`config.mk`:
```
export PLATFORM = sky130hd
export DESIGN_NAME = updn_counter_param
export DESIGN_NICKNAME = d
export VERILOG_FILES = /design/src/rtl/counter_pkg.sv /design/src/rtl/updn_counter_sva.sv /design/src/rtl/updn_counter_param.sv
export SDC_FILE = /design/constraint.sdc
export NUM_CORES = 1
export LEC_CHECK = 0
export CAP_MARGIN = 10
export CORE_ASPECT_RATIO = 0.8
export CORE_MARGIN = 1.5
export CORE_UTILIZATION = 40
export DETAILED_ROUTE_END_ITERATION = 16
export DONT_BUFFER_PORTS = 1
export GPL_TIMING_DRIVEN = 0
export PLACE_DENSITY = 0.54
export SLEW_MARGIN = 5
export SYNTH_ARGS = -nofsm -noshare
export SYNTH_HDL_FRONTEND = slang
export SYNTH_SLANG_ARGS = --single-unit
```
`constraint.sdc`:
```
create_clock -name clk -period 5.1 [get_ports clk]
set_clock_uncertainty 0.2 [all_clocks]
set_input_delay 1.02 -clock clk [delete_from_list [all_inputs] [get_ports clk]]
set_output_delay 1.02 -clock clk [all_outputs]
set_load 0.05 [all_outputs]
```
`src/rtl/counter_pkg.sv`:
```
// Shared types and next-count arithmetic for updn_counter_param and its checker.
// The arithmetic is written once here so the RTL and the checker cannot drift apart.
package counter_pkg;

    typedef enum logic {CNT_WRAP, CNT_SAT} cnt_mode_e;
    typedef enum logic {CNT_DOWN, CNT_UP} cnt_dir_e;

    // Widest counter supported; callers zero-extend into this width.
    localparam int CNT_MAX_W = 32;

    // Returns {ovf, next}. One spare bit keeps the limit compare free of truncation.
    function automatic logic [CNT_MAX_W:0] next_count(
        input logic [CNT_MAX_W-1:0] cur,
        input logic [CNT_MAX_W-1:0] step,
        input logic [CNT_MAX_W-1:0] max,
        input cnt_mode_e            mode,
        input cnt_dir_e             dir
    );
        logic [CNT_MAX_W:0]   wideCur;
        logic [CNT_MAX_W:0]   wideStep;
        logic [CNT_MAX_W:0]   wideRange;
        logic [CNT_MAX_W:0]   tmp;
        logic [CNT_MAX_W-1:0] nxt;
        logic                 ovf;

        wideCur   = {1'b0, cur};
        wideStep  = {1'b0, step};
        wideRange = {1'b0, max} + 1'b1;
        tmp       = '0;
        nxt       = cur;
        ovf       = 1'b0;

        if (dir == CNT_UP) begin
            tmp = wideCur + wideStep;
            if (tmp > {1'b0, max}) begin
                ovf = 1'b1;
                if (mode == CNT_SAT) begin
                    nxt = max;
                end else begin
                    tmp = tmp - wideRange;
                    nxt = tmp[CNT_MAX_W-1:0];
                end
            end else begin
                nxt = tmp[CNT_MAX_W-1:0];
            end
        end else begin
            if (wideCur >= wideStep) begin
                tmp = wideCur - wideStep;
                nxt = tmp[CNT_MAX_W-1:0];
            end else begin
                ovf = 1'b1;
                if (mode == CNT_SAT) begin
                    nxt = '0;
                end else begin
                    tmp = wideCur + wideRange - wideStep;
                    nxt = tmp[CNT_MAX_W-1:0];
                end
            end
        end

        return {ovf, nxt};
    endfunction

endpackage

```
`src/rtl/updn_counter_sva.sv`:
```
// Port-only protocol checker for updn_counter_param, bound in by the top when
// UPDN_COUNTER_SVA_EN is defined.
module updn_counter_sva
    import counter_pkg::*;
#(
    parameter int unsigned     WIDTH    = 8,
    parameter longint unsigned MAX_VAL  = (64'd1 << WIDTH) - 64'd1,
    parameter longint unsigned STEP     = 1,
    parameter int unsigned     SAT_MODE = 0
) (
    input logic             clk,
    input logic             rst_,
    input logic             ld_cnt_,
    input logic             updn_cnt,
    input logic             count_enb,
    input logic [WIDTH-1:0] data_in,
    input logic [WIDTH-1:0] data_out,
    input logic             at_max,
    input logic             at_min,
    input logic             ovf,
    input logic             ovf_sticky
);

    localparam logic [WIDTH-1:0] MAX_W = WIDTH'(MAX_VAL);
    localparam logic [WIDTH-1:0] STEP_W = WIDTH'(STEP);
    localparam cnt_mode_e MODE = (SAT_MODE != 0) ? CNT_SAT : CNT_WRAP;

    logic [CNT_MAX_W:0] expRes;
    logic [WIDTH-1:0]   expCount;
    logic               expOvf;
    logic [WIDTH-1:0]   loadVal;

    assign expRes   = next_count(CNT_MAX_W'(data_out), CNT_MAX_W'(STEP_W), CNT_MAX_W'(MAX_W),
                                 MODE, cnt_dir_e'(updn_cnt));
    assign expCount = expRes[WIDTH-1:0];
    assign expOvf   = expRes[CNT_MAX_W];
    assign loadVal  = (data_in > MAX_W) ? MAX_W : data_in;

    chkReset: assert property (@(posedge clk) !rst_ |=> (data_out == '0) && !ovf)
        else $error("[SVA] %0t chkReset failed", $stime);

    chkHold: assert property (@(posedge clk) disable iff (!rst_)
        ld_cnt_ && !count_enb |=> $stable(data_out))
        else $error("[SVA] %0t chkHold failed", $stime);

    chkLoad: assert property (@(posedge clk) disable iff (!rst_)
        !ld_cnt_ |=> data_out == $past(loadVal))
        else $error("[SVA] %0t chkLoad failed", $stime);

    chkCount: assert property (@(posedge clk) disable iff (!rst_)
        ld_cnt_ && count_enb |=> (data_out == $past(expCount)) && (ovf == $past(expOvf)))
        else $error("[SVA] %0t chkCount failed", $stime);

    chkSticky: assert property (@(posedge clk) disable iff (!rst_)
        $fell(ovf_sticky) |-> $past(!rst_ || !ld_cnt_))
        else $error("[SVA] %0t chkSticky failed", $stime);

    chkFlags: assert property (@(posedge clk)
        (at_max == (data_out == MAX_W)) && (at_min == (data_out == '0)))
        else $error("[SVA] %0t chkFlags failed", $stime);

endmodule

```
`src/rtl/updn_counter_param.sv`:
```
// Parametrised up/down counter with load, wrap/saturate mode and overflow flags.
// Define UPDN_COUNTER_SVA_EN to compile in the updn_counter_sva checker.
module updn_counter_param
    import counter_pkg::*;
#(
    parameter int unsigned     WIDTH    = 8,
    parameter longint unsigned MAX_VAL  = (64'd1 << WIDTH) - 64'd1,
    parameter longint unsigned STEP     = 1,
    parameter int unsigned     SAT_MODE = 0
) (
    input  logic             clk,
    input  logic             rst_,
    input  logic             ld_cnt_,
    input  logic             updn_cnt,
    input  logic             count_enb,
    input  logic [WIDTH-1:0] data_in,
    output logic [WIDTH-1:0] data_out,
    output logic             at_max,
    output logic             at_min,
    output logic             ovf,
    output logic             ovf_sticky
);

    localparam logic [WIDTH-1:0] MAX_W = WIDTH'(MAX_VAL);
    localparam logic [WIDTH-1:0] STEP_W = WIDTH'(STEP);
    localparam cnt_mode_e MODE = (SAT_MODE != 0) ? CNT_SAT : CNT_WRAP;

    if (WIDTH == 0 || WIDTH > CNT_MAX_W) begin : gBadWidth
        $error("updn_counter_param: WIDTH must be 1..%0d", CNT_MAX_W);
    end
    if (STEP == 0) begin : gStepZero
        $error("updn_counter_param: STEP must not be 0");
    end
    if (STEP > MAX_VAL) begin : gStepBig
        $error("updn_counter_param: STEP exceeds MAX_VAL");
    end
    if (MAX_VAL > ((64'd1 << WIDTH) - 64'd1)) begin : gMaxBig
        $error("updn_counter_param: MAX_VAL does not fit in WIDTH bits");
    end

    logic [WIDTH-1:0]   count_q, count_d;
    logic               ovf_q, ovf_d;
    logic               sticky_q, sticky_d;
    logic [CNT_MAX_W:0] stepRes;
    logic               stepRes_unused;

    assign stepRes = next_count(CNT_MAX_W'(count_q), CNT_MAX_W'(STEP_W), CNT_MAX_W'(MAX_W),
                                MODE, cnt_dir_e'(updn_cnt));
    // Upper result bits are always zero for narrow counters.
    assign stepRes_unused = ^stepRes;

    always_comb begin
        count_d  = count_q;
        ovf_d    = 1'b0;
        sticky_d = sticky_q;
        if (!ld_cnt_) begin
            count_d  = (data_in > MAX_W) ? MAX_W : data_in;
            sticky_d = 1'b0;
        end else if (count_enb) begin
            count_d  = stepRes[WIDTH-1:0];
            ovf_d    = stepRes[CNT_MAX_W];
            sticky_d = sticky_q | stepRes[CNT_MAX_W];
        end
    end

    always_ff @(posedge clk) begin
        if (!rst_) begin
            count_q  <= '0;
            ovf_q    <= 1'b0;
            sticky_q <= 1'b0;
        end else begin
            count_q  <= count_d;
            ovf_q    <= ovf_d;
            sticky_q <= sticky_d;
        end
    end

    assign data_out   = count_q;
    assign ovf        = ovf_q;
    assign ovf_sticky = sticky_q;
    assign at_max     = (count_q == MAX_W);
    assign at_min     = (count_q == '0);

`ifdef UPDN_COUNTER_SVA_EN
    updn_counter_sva #(
        .WIDTH    (WIDTH),
        .MAX_VAL  (MAX_VAL),
        .STEP     (STEP),
        .SAT_MODE (SAT_MODE)
    ) uSva (
        .clk        (clk),
        .rst_       (rst_),
        .ld_cnt_    (ld_cnt_),
        .updn_cnt   (updn_cnt),
        .count_enb  (count_enb),
        .data_in    (data_in),
        .data_out   (data_out),
        .at_max     (at_max),
        .at_min     (at_min),
        .ovf        (ovf),
        .ovf_sticky (ovf_sticky)
    );
`endif

endmodule

```
# Word-level counts from Yosys, hierarchy flattened
# Cells that the tools add are included.
[word_totals]
reg_bits = 10
latchBits = 0
mem_bits_rw = 0
romBits = 0
input_bits = 13
word_cells = 26
n_memories = 0
[op_classes]
add_sub_neg = 5
multipliers = 0
div_mod_pow = 0
n_lt_le_gt_ge = 3
n_eq_ne = 2
shifts = 0
mux = 9
bitwise = 1
reduce_logical = 3
[op_table]
columns = ["op", "count"]
rows = [
  ["8-bit two-way mux", 6],
  ["8-bit by 1-bit subtractor with 8-bit output, second input constant", 3],
  ["8-bit by 1-bit adder with 9-bit output, second input constant", 1],
  ["9-bit by 8-bit greater-than comparator with 1-bit output, second input constant", 1],
  ["8-bit by 1-bit adder with 8-bit output, second input constant", 1],
  ["8-bit equality test, second input constant", 1],
  ["8-bit by 1-bit >= comparator with 1-bit output, second input constant", 1],
  ["8-bit greater-than comparator, second input constant", 1],
  ["8-bit zero test", 1],
  ["1-bit two-way mux", 3],
  ["3-bit AND reduction", 1],
  ["2-bit by 1-bit != test with 1-bit output, second input constant", 1],
  ["2-bit AND reduction", 1],
  ["1-bit OR", 1],
]

# Longest topological paths before layout
[logic_depth]
depth_word = 6
ltp_mapped = 6

# Worst setup path after synthesis
# Ideal clock, no wire load.
[synth_timing]
kind = "register to output"
startpoint = "reg count_q[5] (netlist: data_out[5])"
endpoint = "out at_min"
arrival_ps = 2183
setup_slack_ps = 1697
path_stages_with_launch = 4
path_buffers = 1
cell_sequence = "dfxtp_1 buf_6 or3_4 nor3_1"
[synth_between]
elab_chain_len = 1
[synth_lines]
columns = ["item", "line", "rtl"]
rows = [
  ["start, declared", "updn_counter_param.sv:41", "logic [WIDTH-1:0] count_q, count_d;"],
  ["start signal, assigned", "updn_counter_param.sv:72", "count_q <= count_d;"],
  ["8-bit zero test", "updn_counter_param.sv:82", "assign at_min = (count_q == '0);"],
  ["end, declared", "updn_counter_param.sv:19", "output logic at_min,"],
]
# No other way between the ends.

# Final worst setup path
[layout_timing]
startpoint = "reg count_q[0] (netlist: data_out[0])"
endpoint = "out at_max"
[layout_between]
elab_chain_len = 1
[layout_lines]
columns = ["item", "line", "rtl"]
rows = [
  ["8-bit equality test", "updn_counter_param.sv:81", "assign at_max = (count_q == MAX_W);"],
  ["end, declared", "updn_counter_param.sv:18", "output logic at_max,"],
]
# No other way between the ends.

==> results.ini <==
[place]
place_area_um2=907
place_hpwl_um=1530
post-place-ws_ps=1750
port_buffers=0
dp_cells=128
gp_congestion=0.731

[final_layout]
finalNonFillerCells=132
num_antenna_cells=0
final_area_um2=943
area_growth_pct=8.18
nets=127
postLayoutCoreUtil_pct=48.1
drive_above_1_share_pct=14.8

[setup_path]
cp-start-kind=flip-flop
required_ps=3880
end_kind=primary output
cp.arrival_ps=2410
path_class=reg2out
crit_fanout=10

[synth]
synth_edf_count=0
async_flop_share_pct=0
synth_ff_type=dfxtp_1
postSynthAreaPerCell_um2=8.39
netlist_instances=104
yosys_warnings=0
synth_area_um2=872
yosysSeqAreaShare_pct=23.0
synthDistinctLibCells=41
ys_ff_latch=10
synth_nets=122

[clock_network]
cts_setup_buffers=0
cts.sinks=10
cts_resized=0
numCtsBuffers=3
path_clk_slew_ps=70
cts_tree=built
clockRootBuffer=clkbuf_4
cts_max_path_buffers=2
cts_max_level=1
cts.hold.buffers_added=0
clkLatencyLatePin_ps=270

[drt]
routed_via_density=6.09
drt_iter0_markers=12
wirelength_um=2070
antenna_left=0
dr.pass1.iters=4
wire_per_inst_um=15.7
drc_errors=0
num_vias=804

[timing]
slew_headroom_pct=40.3
drv_slew=0
hold_viol_final=0
fin_crit_sh_pct=71.1
clock.fmax_mhz=276
period_needed_ps=3630
rsz0062_at_grt=no
tns_ps=0
hold_ws_ps=704
setup_viol=0
setup_slack_ps=1470
tightestPinTransition_ps=892

[power_and_ir_drop]
power.total_mw=0.249
power_density_mw_per_mm2=264
leakage_nw=0.362
vdd_drop_max_mv=0.154

[global_route]
grt_usage_pct=18.7
antenna_found_initial=0
grt_pass1_vias=732
grt.overflow.total=0
grt_max_degree=11
grt_pass1_wl_um=3630

[die]
die_h_um=44.8
pin_count=25
coreArea_mm2=0.00196
chipWidth_um=55.2
design.die.area_mm2=0.00247
num_rows=14
start_util_pct=44.5

[worst_hold_path]
min_path_type=in2reg

[run]
cap_violations=0

[run_status]
status=finished clean

-- area by class of cell --
class                      instances  area, µm²
buffer                             8       60.1
clock buffer                       4       36.3
fill                             204       1020
inverter                           7       26.3
multi-input combinational         79        591
sequential                        10        200
tap                               24       30.0
-- cells by family (layout without fill, tap and decap cells) --
logic type               after synthesis  after routing  synth area share [%]
AO/OA/AOI/OAI                         25             25                  19.4
AND/OR/NAND/NOR                       41             41                  32.1
buffers and inverters                 15             19                  9.90
XOR/XNOR                               6              6                  6.03
flip-flops                            10             10                  23.0
adder cells (fa/ha/maj)                5              5                  7.17
multiplexers                           2              2                  2.44
-- sequential cells by signal, indices dropped and copies added, names as in the netlist --
register and flops:
data_out 8, ovf_sticky 1, ovf 1
-- cells in the final DEF, fill, tap and decap left out, types with 3 or more instances in the layout --
master / synthesis / layout
clkbuf_4: 0 / 3
clkbuf_1: 4 / 4
nand4_1: 4 / 4
nor2_1: 6 / 6
and4_1: 3 / 3
nand2_1: 3 / 3
o21ai_0: 7 / 7
dfxtp_1: 10 / 10
a211oi_1: 4 / 4
buf_6: 4 / 4
nand3_1: 4 / 4
xor2_1: 3 / 3
xnor2_1: 3 / 3
ha_1: 5 / 5
inv_1: 7 / 7
-- cell usage after synthesis (3+ instances only) --
master	number	area share [%]
dfxtp_1	10	23
inv_1	7	3.0
o21ai_0	7	4.0
nor2_1	6	2.6
ha_1	5	7.2
a211oi_1	4	3.4
buf_6	4	5.2
clkbuf_1	4	1.7
nand3_1	4	2.3
nand4_1	4	2.9
and4_1	3	3.0
nand2_1	3	1.3
xnor2_1	3	3.0
xor2_1	3	3.0
-- power breakdown --
group / internal (mW) / leakage [nW] / switching [mW] / total (mW)
clock network: 0.0434 / 0.0210 / 0.0312 / 0.0746
logic: 0.0265 / 0.258 / 0.0342 / 0.0606
registers: 0.0835 / 0.0827 / 0.0299 / 0.113
total: 0.153 / 0.362 / 0.0953 / 0.249
-- layer usage --
layer | part of all wire [%] | vias to the layer above | wire length, µm | GRT usage, %
met5 | 0 | - | 0 | 0
met4 | 0.39 | 0 | 8 | 3.41
met3 | 8.0 | 2 | 165 | 8.02
met2 | 44 | 24 | 917 | 26.9
met1 | 47 | 380 | 979 | 26.3
li1 | - | 398 | - | -
-- final timing paths --
check                           slack (ps)                       end  depth (start not counted)                     start
worst min-delay path                   700  data_out[7]$_SDFFE_PN0P_                          2                data_in[7]
worst min register to register         720  data_out[6]$_SDFFE_PN0P_                          2  data_out[6]$_SDFFE_PN0P_
worst max register to register        2720  data_out[6]$_SDFFE_PN0P_                          6  data_out[0]$_SDFFE_PN0P_
worst max-delay path                  1470                    at_max                          3  data_out[0]$_SDFFE_PN0P_
-- critical path: stages (launching register included) --
cell and delay, ps:
dfxtp_1 850, ha_1 400, nand4_1 150, nor2_1 730
(Power assumes the default switching activity.)
